File: config.mk
export PLATFORM = sky130hd
export DESIGN_NAME = wb_stage
export DESIGN_NICKNAME = d
export VERILOG_FILES = /design/src/rtl/wb_stage_pkg.sv /design/src/rtl/load_extend.sv /design/src/rtl/wb_stage.sv
export SDC_FILE = /design/constraint.sdc
export NUM_CORES = 1
export LEC_CHECK = 0
export CAP_MARGIN = 20
export CORE_MARGIN = 3
export CORE_UTILIZATION = 40
export DETAILED_ROUTE_END_ITERATION = 8
export PLACE_DENSITY = 0.75
export SLEW_MARGIN = 20
export SYNTH_ARGS = -nofsm -noshare
export SYNTH_HDL_FRONTEND = slang
export SYNTH_SLANG_ARGS = --single-unit
export TNS_END_PERCENT = 50
File: constraint.sdc
create_clock -name clk -period 2.5 [get_ports clk]
set_input_delay 0.25 -clock clk [delete_from_list [all_inputs] [get_ports clk]]
set_output_delay 0.25 -clock clk [all_outputs]
set_load 0.05 [all_outputs]
File: src/rtl/wb_stage_pkg.sv
// Shared widths, result-select and load-encoding constants for the writeback stage.
// Pure declarations: no latency, no backpressure.
package wb_stage_pkg;

    localparam int REG_FILE_SIZE_BITS = 5;
    localparam int DWORD_BITS         = 64;

    typedef enum logic [1:0] {
        WB_SEL_ALU  = 2'd0,
        WB_SEL_MEM  = 2'd1,
        WB_SEL_PC4  = 2'd2,
        WB_SEL_RSVD = 2'd3
    } wb_sel_e;

    localparam logic [2:0] LOAD_LB  = 3'b000;
    localparam logic [2:0] LOAD_LH  = 3'b001;
    localparam logic [2:0] LOAD_LW  = 3'b010;
    localparam logic [2:0] LOAD_LD  = 3'b011;
    localparam logic [2:0] LOAD_LBU = 3'b100;
    localparam logic [2:0] LOAD_LHU = 3'b101;
    localparam logic [2:0] LOAD_LWU = 3'b110;

    localparam logic [3:0] EXC_LOAD_MISALIGNED = 4'd4;
    localparam logic [3:0] EXC_ILLEGAL         = 4'd2;

endpackage

File: src/rtl/load_extend.sv
// Load-data alignment and sign/zero extension from an aligned dword; combinational.
// No state, no backpressure; flags misaligned offsets and the illegal funct3 encoding.
module load_extend
    import wb_stage_pkg::*;
#(
    parameter int XLEN = DWORD_BITS
) (
    input  logic [XLEN-1:0] rdata,
    input  logic [2:0]      offset,
    input  logic [2:0]      funct3,
    output logic [XLEN-1:0] data,
    output logic            misaligned,
    output logic            illegal
);

    logic [XLEN-1:0] w_sh;

    // Bring the addressed byte lane down to bit 0 before extending.
    assign w_sh = rdata >> {offset, 3'b000};

    always_comb begin
        data       = '0;
        misaligned = 1'b0;
        illegal    = 1'b0;
        case (funct3)
            LOAD_LB:  data = {{(XLEN-8){w_sh[7]}}, w_sh[7:0]};
            LOAD_LBU: data = {{(XLEN-8){1'b0}}, w_sh[7:0]};
            LOAD_LH: begin
                data       = {{(XLEN-16){w_sh[15]}}, w_sh[15:0]};
                misaligned = offset[0];
            end
            LOAD_LHU: begin
                data       = {{(XLEN-16){1'b0}}, w_sh[15:0]};
                misaligned = offset[0];
            end
            LOAD_LW: begin
                data       = {{(XLEN-32){w_sh[31]}}, w_sh[31:0]};
                misaligned = (offset[1:0] != 2'b00);
            end
            LOAD_LWU: begin
                data       = {{(XLEN-32){1'b0}}, w_sh[31:0]};
                misaligned = (offset[1:0] != 2'b00);
            end
            LOAD_LD: begin
                data       = rdata;
                misaligned = (offset != 3'b000);
            end
            default: illegal = 1'b1;
        endcase
    end

endmodule

File: src/rtl/wb_stage.sv
// MEM/WB register with result select and load extension; 1-cycle latency, all outputs flopped.
// No backpressure: hold freezes the register (exception pulse still clears), flush injects a bubble.
module wb_stage
    import wb_stage_pkg::*;
#(
    parameter int REG_FILE_BITS = REG_FILE_SIZE_BITS,
    parameter int XLEN          = DWORD_BITS
) (
    input  logic                     clk,
    input  logic                     rst_n,
    input  logic                     in_valid,
    input  logic                     flush,
    input  logic                     hold,
    input  logic                     in_reg_we,
    input  logic [REG_FILE_BITS-1:0] in_rd,
    input  logic [1:0]               in_wb_sel,
    input  logic [XLEN-1:0]          in_alu_result,
    input  logic [XLEN-1:0]          in_mem_rdata,
    input  logic [2:0]               in_funct3,
    input  logic [XLEN-1:0]          in_pc,
    output logic                     rf_we,
    output logic [REG_FILE_BITS-1:0] rf_write_num,
    output logic [XLEN-1:0]          rf_input_data,
    output logic                     fwd_valid,
    output logic [REG_FILE_BITS-1:0] fwd_rd,
    output logic [XLEN-1:0]          fwd_data,
    output logic [63:0]              instret,
    output logic                     exc_valid,
    output logic [3:0]               exc_cause,
    output logic [XLEN-1:0]          exc_pc
);

    logic [XLEN-1:0] w_load_data;
    logic [XLEN-1:0] w_result;
    logic            w_misaligned;
    logic            w_illegal;
    logic            w_exc;
    logic            w_wr;
    logic [3:0]      w_cause;

    logic                     r_we;
    logic [REG_FILE_BITS-1:0] r_num;
    logic [XLEN-1:0]          r_data;
    logic [63:0]              r_instret;
    logic                     r_exc_vld;
    logic [3:0]               r_exc_cause;
    logic [XLEN-1:0]          r_exc_pc;

    load_extend #(.XLEN(XLEN)) u_load_extend (
        .rdata      (in_mem_rdata),
        .offset     (in_alu_result[2:0]),
        .funct3     (in_funct3),
        .data       (w_load_data),
        .misaligned (w_misaligned),
        .illegal    (w_illegal)
    );

    always_comb begin
        w_result = in_alu_result;
        case (wb_sel_e'(in_wb_sel))
            WB_SEL_MEM: w_result = w_load_data;
            WB_SEL_PC4: w_result = in_pc + XLEN'(4);
            default:    w_result = in_alu_result;
        endcase
    end

    // Faults only matter when the load result is actually selected.
    assign w_exc   = (wb_sel_e'(in_wb_sel) == WB_SEL_MEM) & (w_misaligned | w_illegal);
    assign w_cause = w_illegal ? EXC_ILLEGAL : EXC_LOAD_MISALIGNED;
    assign w_wr    = in_reg_we & (in_rd != '0) & ~w_exc;

    always_ff @(posedge clk or negedge rst_n) begin
        if (!rst_n) begin
            r_we        <= 1'b0;
            r_num       <= '0;
            r_data      <= '0;
            r_instret   <= '0;
            r_exc_vld   <= 1'b0;
            r_exc_cause <= '0;
            r_exc_pc    <= '0;
        end else if (flush || (!hold && !in_valid)) begin
            r_we        <= 1'b0;
            r_num       <= '0;
            r_data      <= '0;
            r_exc_vld   <= 1'b0;
            r_exc_cause <= '0;
            r_exc_pc    <= '0;
        end else if (hold) begin
            r_exc_vld   <= 1'b0;
            r_exc_cause <= '0;
            r_exc_pc    <= '0;
        end else begin
            r_we        <= w_wr;
            r_num       <= in_rd;
            r_data      <= w_result;
            r_exc_vld   <= w_exc;
            r_exc_cause <= w_exc ? w_cause : 4'd0;
            r_exc_pc    <= w_exc ? in_pc : '0;
            if (!w_exc) begin
                r_instret <= r_instret + 64'd1;
            end
        end
    end

    assign rf_we         = r_we;
    assign rf_write_num  = r_num;
    assign rf_input_data = r_data;
    assign fwd_valid     = r_we;
    assign fwd_rd        = r_num;
    assign fwd_data      = r_data;
    assign instret       = r_instret;
    assign exc_valid     = r_exc_vld;
    assign exc_cause     = r_exc_cause;
    assign exc_pc        = r_exc_pc;

endmodule

After elaboration in Yosys (flattened, before gate mapping)
Cells that the tools add are included.
{"block": "op_classes", "bitwise": 7, "reduce_logical": 12, "n_addsub": 2, "n_mux": 19, "n_eq_ne": 9, "shifts": 1}
{"operator": "case mux 64 bit (7 select lines)", "count": 1}
{"operator": "two-way mux 64 bit", "count": 5}
{"operator": "case mux 64 bit (2 select lines)", "count": 1}
{"operator": "adder 64 x 1 -> 64 bit, second input constant", "count": 1}
{"operator": "adder 64 x 3 -> 64 bit, second input constant", "count": 1}
{"operator": ">> shifter 64 x 6 -> 32 bit", "count": 1}
{"operator": "two-way mux 3 bit", "count": 4}
{"operator": "two-way mux 5 bit", "count": 2}
{"operator": "== test 3 bit, second input constant", "count": 3}
{"operator": "OR reduction 7 bit", "count": 1}
{"operator": "== test 3 x 2 -> 1 bit, second input constant", "count": 2}
{"operator": "two-way mux 1 bit", "count": 5}
{"operator": "nonzero test 5 bit", "count": 1}
{"operator": "OR reduction 2 bit", "count": 2}
{"operator": "bitwise AND 1 bit", "count": 3}
{"operator": "== test 3 x 1 -> 1 bit, second input constant", "count": 1}
{"operator": "zero test 3 bit", "count": 1}
{"operator": "NOT 1 bit", "count": 3}
{"operator": "case mux 1 bit (3 select lines)", "count": 1}
{"operator": "AND reduction 3 bit", "count": 1}
{"operator": "nonzero test 3 bit", "count": 1}
{"operator": "== test 2 x 1 -> 1 bit, second input constant", "count": 1}
{"operator": "== test 2 bit, second input constant", "count": 1}
{"operator": "zero test 1 bit", "count": 2}
{"operator": "other kinds (5)", "count": 5}
{"block": "totals", "wordCells": 57, "register_bits": 203, "out_inout_bits": 273}

Longest topological paths before layout
{"block": "logic_depth", "word_depth": 9, "depth_mapped": 10}

By module
From an unflattened synthesis, not the netlist that was laid out.
{"block": "hier_totals", "cells_unflattened": 1436, "hier_area_um2": 13138.9}
{"module": "wb_stage", "seq_area_each_um2": 5029.8, "cells_per_inst": 1096, "area_per_inst_um2": 10636.5, "instances": 1}
{"module": "load_extend", "seq_area_each_um2": 0.0, "cells_per_inst": 340, "area_per_inst_um2": 2502.4, "instances": 1}

Worst setup path after synthesis
No wires, ideal clock.
{"block": "synth_path", "path_kind": "flip-flop to flip-flop", "startpoint": "register r_instret[3] (netlist: instret[3])", "endpoint": "register r_instret[39] (netlist: instret[39])", "arrival_time_ns": 2.419, "setup_time_ns": 0.143, "n_path_buf": 1, "stages_incl_launch_ff": 8, "slack_ns": -0.062, "path_cell_list": "dfrtp_1 and4_1 nand4_1 or2_2 nor4_1 buf_2 nand4_1 xnor2_1"}
{"block": "synth_between", "elab_chain_len": 1}
{"item": "start: declaration", "line_no": "wb_stage.sv:44", "source": "logic [63:0] r_instret;"}
{"item": "start signal: assignment", "line_no": "wb_stage.sv:100", "source": "r_instret <= r_instret + 64'd1;"}
{"item": "adder 64 x 1 -> 64 bit", "line_no": "wb_stage.sv:100"}
No other way between the ends.
A chain may end at the register's enable or synchronous reset.

Final worst setup path
{"block": "layout_path", "startpoint": "input port in_pc[3]", "endpoint": "register r_data[48] (netlist: fwd_data[48])"}
{"block": "layout_between", "elab_chain_len": 4}
{"item": "start: declaration", "line_no": "wb_stage.sv:20", "source": "input logic [XLEN-1:0] in_pc,"}
{"item": "adder 64 x 3 -> 64 bit", "line_no": "wb_stage.sv:62", "source": "WB_SEL_PC4: w_result = in_pc + XLEN'(4);"}
{"item": "case mux 64 bit (2 select lines)", "line_no": "wb_stage.sv:60", "source": "case (wb_sel_e'(in_wb_sel))"}
{"item": "two-way mux 64 bit", "line_no": "wb_stage.sv:88", "source": "end else if (hold) begin"}
{"item": "two-way mux 64 bit", "line_no": "wb_stage.sv:81", "source": "end else if (flush || (!hold && !in_valid)) begin"}
{"item": "end signal: assignment", "line_no": "wb_stage.sv:95", "source": "r_data <= w_result;"}
{"item": "end: declaration", "line_no": "wb_stage.sv:43", "source": "logic [XLEN-1:0] r_data;"}
No other way between the ends. The select of a mux whose other input is x is not followed.

==> results.sh <==
export IMPL_status="complete, no violations"
export IMPL_worstPathCellList="clkdlybuf4s50_1 > ha_1 > buf_4 > nand4_1 > nor4_1 > buf_4 > nand4_1 > buf_4 > o31a_1 > o21ai_0 > buf_4 > a32oi_1"
export IMPL_holdBufCountCts=1
export IMPL_ir_drop_v=0.000445
export IMPL_nets=2196
export IMPL_critPathArrivalTime_ns=2.83
export IMPL_grt_max_degree=67
export IMPL_cts_resized=0
export IMPL_avgSynthCellArea_um2=9.07
export IMPL_synth_yosys_seq_area_share=0.384
export IMPL_final_layout_size_suffix_gt1_frac=0.152
export IMPL_min_period_over_period=0.970
export IMPL_cts_buffers=25
export IMPL_synth_seq_cells=201
export IMPL_cts_root_buf="clkbuf_16"
export IMPL_worst_setup_path_start_kind="input pin"
export IMPL_critPathMaxFanout=6
export IMPL_synth_edf_count=0
export IMPL_synth_top_cell_area_share=0.384
export IMPL_synthTopCellsByCount="dfrtp_1 (201), nand2_1 (150), o21ai_0 (115)"
export IMPL_tightest_slew_ns=0.646
export IMPL_hold_viol_final=0
export IMPL_die_w_um=187
export IMPL_path_clk_slew_ns=0.06
export IMPL_cp_required_ns=2.91
export IMPL_hold_ws_ns=0.267
export IMPL_wl_um=61000
export IMPL_ant_nets=0
export IMPL_clk_latency_ns=0.54
export IMPL_crit_top_cell="buf_4"
export IMPL_p_leak_uw=0.00828
export IMPL_die_h_um=187
export IMPL_cts_sinks=201
export IMPL_wl_per_cell_um=24.9
export IMPL_die_area_um2=34900
export IMPL_ys_async_sr_fraction=1.00
export IMPL_maxCapViolCount=0
export IMPL_cts_tree="built"
export IMPL_p_per_area_nw_per_um2=494
export IMPL_core_um2=31900
export IMPL_maxSlewViolCount=0
export IMPL_synth_top_flop_cell="dfrtp_1"
export IMPL_via_count=14568
export IMPL_slowest_delay_ns=0.51
export IMPL_crit_type="in -> reg"
export IMPL_n_fill_cell=2613
export IMPL_grt_busiest_layer="met2"
export IMPL_skew_ns=0.00628
export IMPL_use_met3=0.0770
export IMPL_synth_top_cell_by_area="dfrtp_1"
export IMPL_htreeDepth=1
export IMPL_timing_setup_tns_ns=0
export IMPL_start_util=0.411
export IMPL_hold_class="in -> async"
export IMPL_place_congestion=0.995
export IMPL_drc=0
export IMPL_finalSetupViolCount=0
export IMPL_yosysMostFrequentCell="dfrtp_1"
export IMPL_post_cts_buffers=0
export IMPL_grtUsageMet2=0.560
export IMPL_max_freq_mhz=412
export IMPL_crit_buf_inv=5
export IMPL_rows=65
export IMPL_min_period_ns=2.43
export IMPL_boundaryPins=481
export IMPL_syn_area_um2=13100
export IMPL_cts_buffer_depth=3
export IMPL_dp_hpwl_um=48700
export IMPL_crit_slowest_cell="nor4_1"
export IMPL_grt_overflow_total=0
export IMPL_port_buffer_count=478
export IMPL_endpoint_kind="register"
export IMPL_slew_limit_headroom=0.566
export IMPL_grt_antenna_before_repair=9
export IMPL_drt_iter0_markers=1739
export IMPL_first_pass_iters=6
export IMPL_viasPerCell=5.95
export IMPL_grt_use_met1=0.425
export IMPL_grt_pass1_vias=14513
export IMPL_synthToLayoutAreaGrowth_pct=53.5
export IMPL_postSynthCellCount=1444
export IMPL_grt_setup_unrepaired="false"
export IMPL_ys_warn_count=0
export IMPL_grt_pass1_wl_um=90700
export IMPL_ys_types=68
export IMPL_synthTopCellsByArea="dfrtp_1 (38%), xnor2_1 (4.8%), o21ai_0 (4.4%)"
export IMPL_cp_top_family="buffers and inverters"
export IMPL_track_usage=0.334
## flip-flops by register name, indices dropped and copies added (netlist names)
name / flops
exc_pc: 64
exc_valid: 1
fwd_data: 64
fwd_valid: 1
fwd_rd: 5
exc_cause: 2
instret: 64
## logic make-up after synthesis
logic type	count (synthesis)	synth area share
simple gates	517	0.212
other cells	1	0.000286
flops	201	0.384
fa+ha+maj	4	0.00382
mux	78	0.0746
xor+xnor	108	0.0723
buf+inv	196	0.0801
compound gates	339	0.173
## cell type report
class	instances	area, um^2	share of cell area
timing repair buffer	684	6470	0.322
tap	435	544	0.0271
clock inverter	12	149	0.00741
antenna	9	22.5	0.00112
clock buffer	34	729	0.0363
multi-input combinational	1048	7060	0.351
inverter	24	90.1	0.00448
sequential	201	5040	0.251
## per-layer routing
metal | share of wire | up-vias
met1 | 0.38 | 7083
met5 | 0.00093 | -
met4 | 0.039 | 2
li1 | - | 6348
met3 | 0.11 | 141
met2 | 0.48 | 994
## metrics by stage
step           area (um^2)  worst slack [ns]  std cells  utilization  total power [uW]
5_1_grt              20100           0.00952       2445        0.630             10300
3_5_place_dp         19200            -0.434       2391        0.602              6150
4_1_cts              20100             0.119       2438        0.630              9950
3_3_place_gp         19200            -0.428       2391        0.602              6130
6_report             20100            0.0740       2447        0.630              9930
2_1_floorplan        13100            0.0115       1445            -              4830
## worst paths after layout
kind / start / endpoint / slack [ns] / cells after the start
max in group asynchronous: rst_n / fwd_data[44] / 1.52 / 3
min in group clk: in_alu_result[21] / fwd_data[21] / 0.33 / 3
worst min-delay path: rst_n / exc_pc[24] / 0.27 / 2
worst max register to register: instret[28] / instret[57] / 0.23 / 6
worst min register to register: instret[63] / instret[63] / 0.47 / 1
worst max-delay path: in_pc[3] / fwd_data[48] / 0.07 / 12
## worst register-to-register path: stages (launching register included)
cell	delay (ns)
dfrtp_1	0.46
and4_1	0.30
and4_1	0.29
and3_1	0.21
nand3_2	0.31
nor4_1	0.45
xor2_1	0.18
## power breakdown
part	leakage, uW	switching (uW)	total [uW]	internal [uW]
Clock	0.000433	1520	3800	2280
Sequential	0.00275	149	3510	3360
Combinational	0.00510	1570	2630	1060
Total	0.00828	3240	9930	6700
## cells in the final DEF (no fill, tap or decap), drive strengths merged, types with 5 or more instances in the layout
master	n
clkbuf	34
nor3	31
inv	25
a221o	12
mux2i	57
and2	72
o31ai	6
and3	35
a21boi	5
a221oi	21
mux2	6
a21oi	50
or3	8
a22o	5
o211ai	28
a22oi	21
o31a	11
a32oi	14
mux4	15
nand2b	8
nor4	35
nand2	150
xnor2	71
buf	208
and4	23
xor2	37
clkinv	8
o22ai	6
diode	9
clkdlybuf4s50	475
a211oi	6
nand4	48
nor2	37
o21ai	118
a31oi	5
dfrtp	201
a222oi	10
nand3	57
Power figures use the tool's default switching activity.
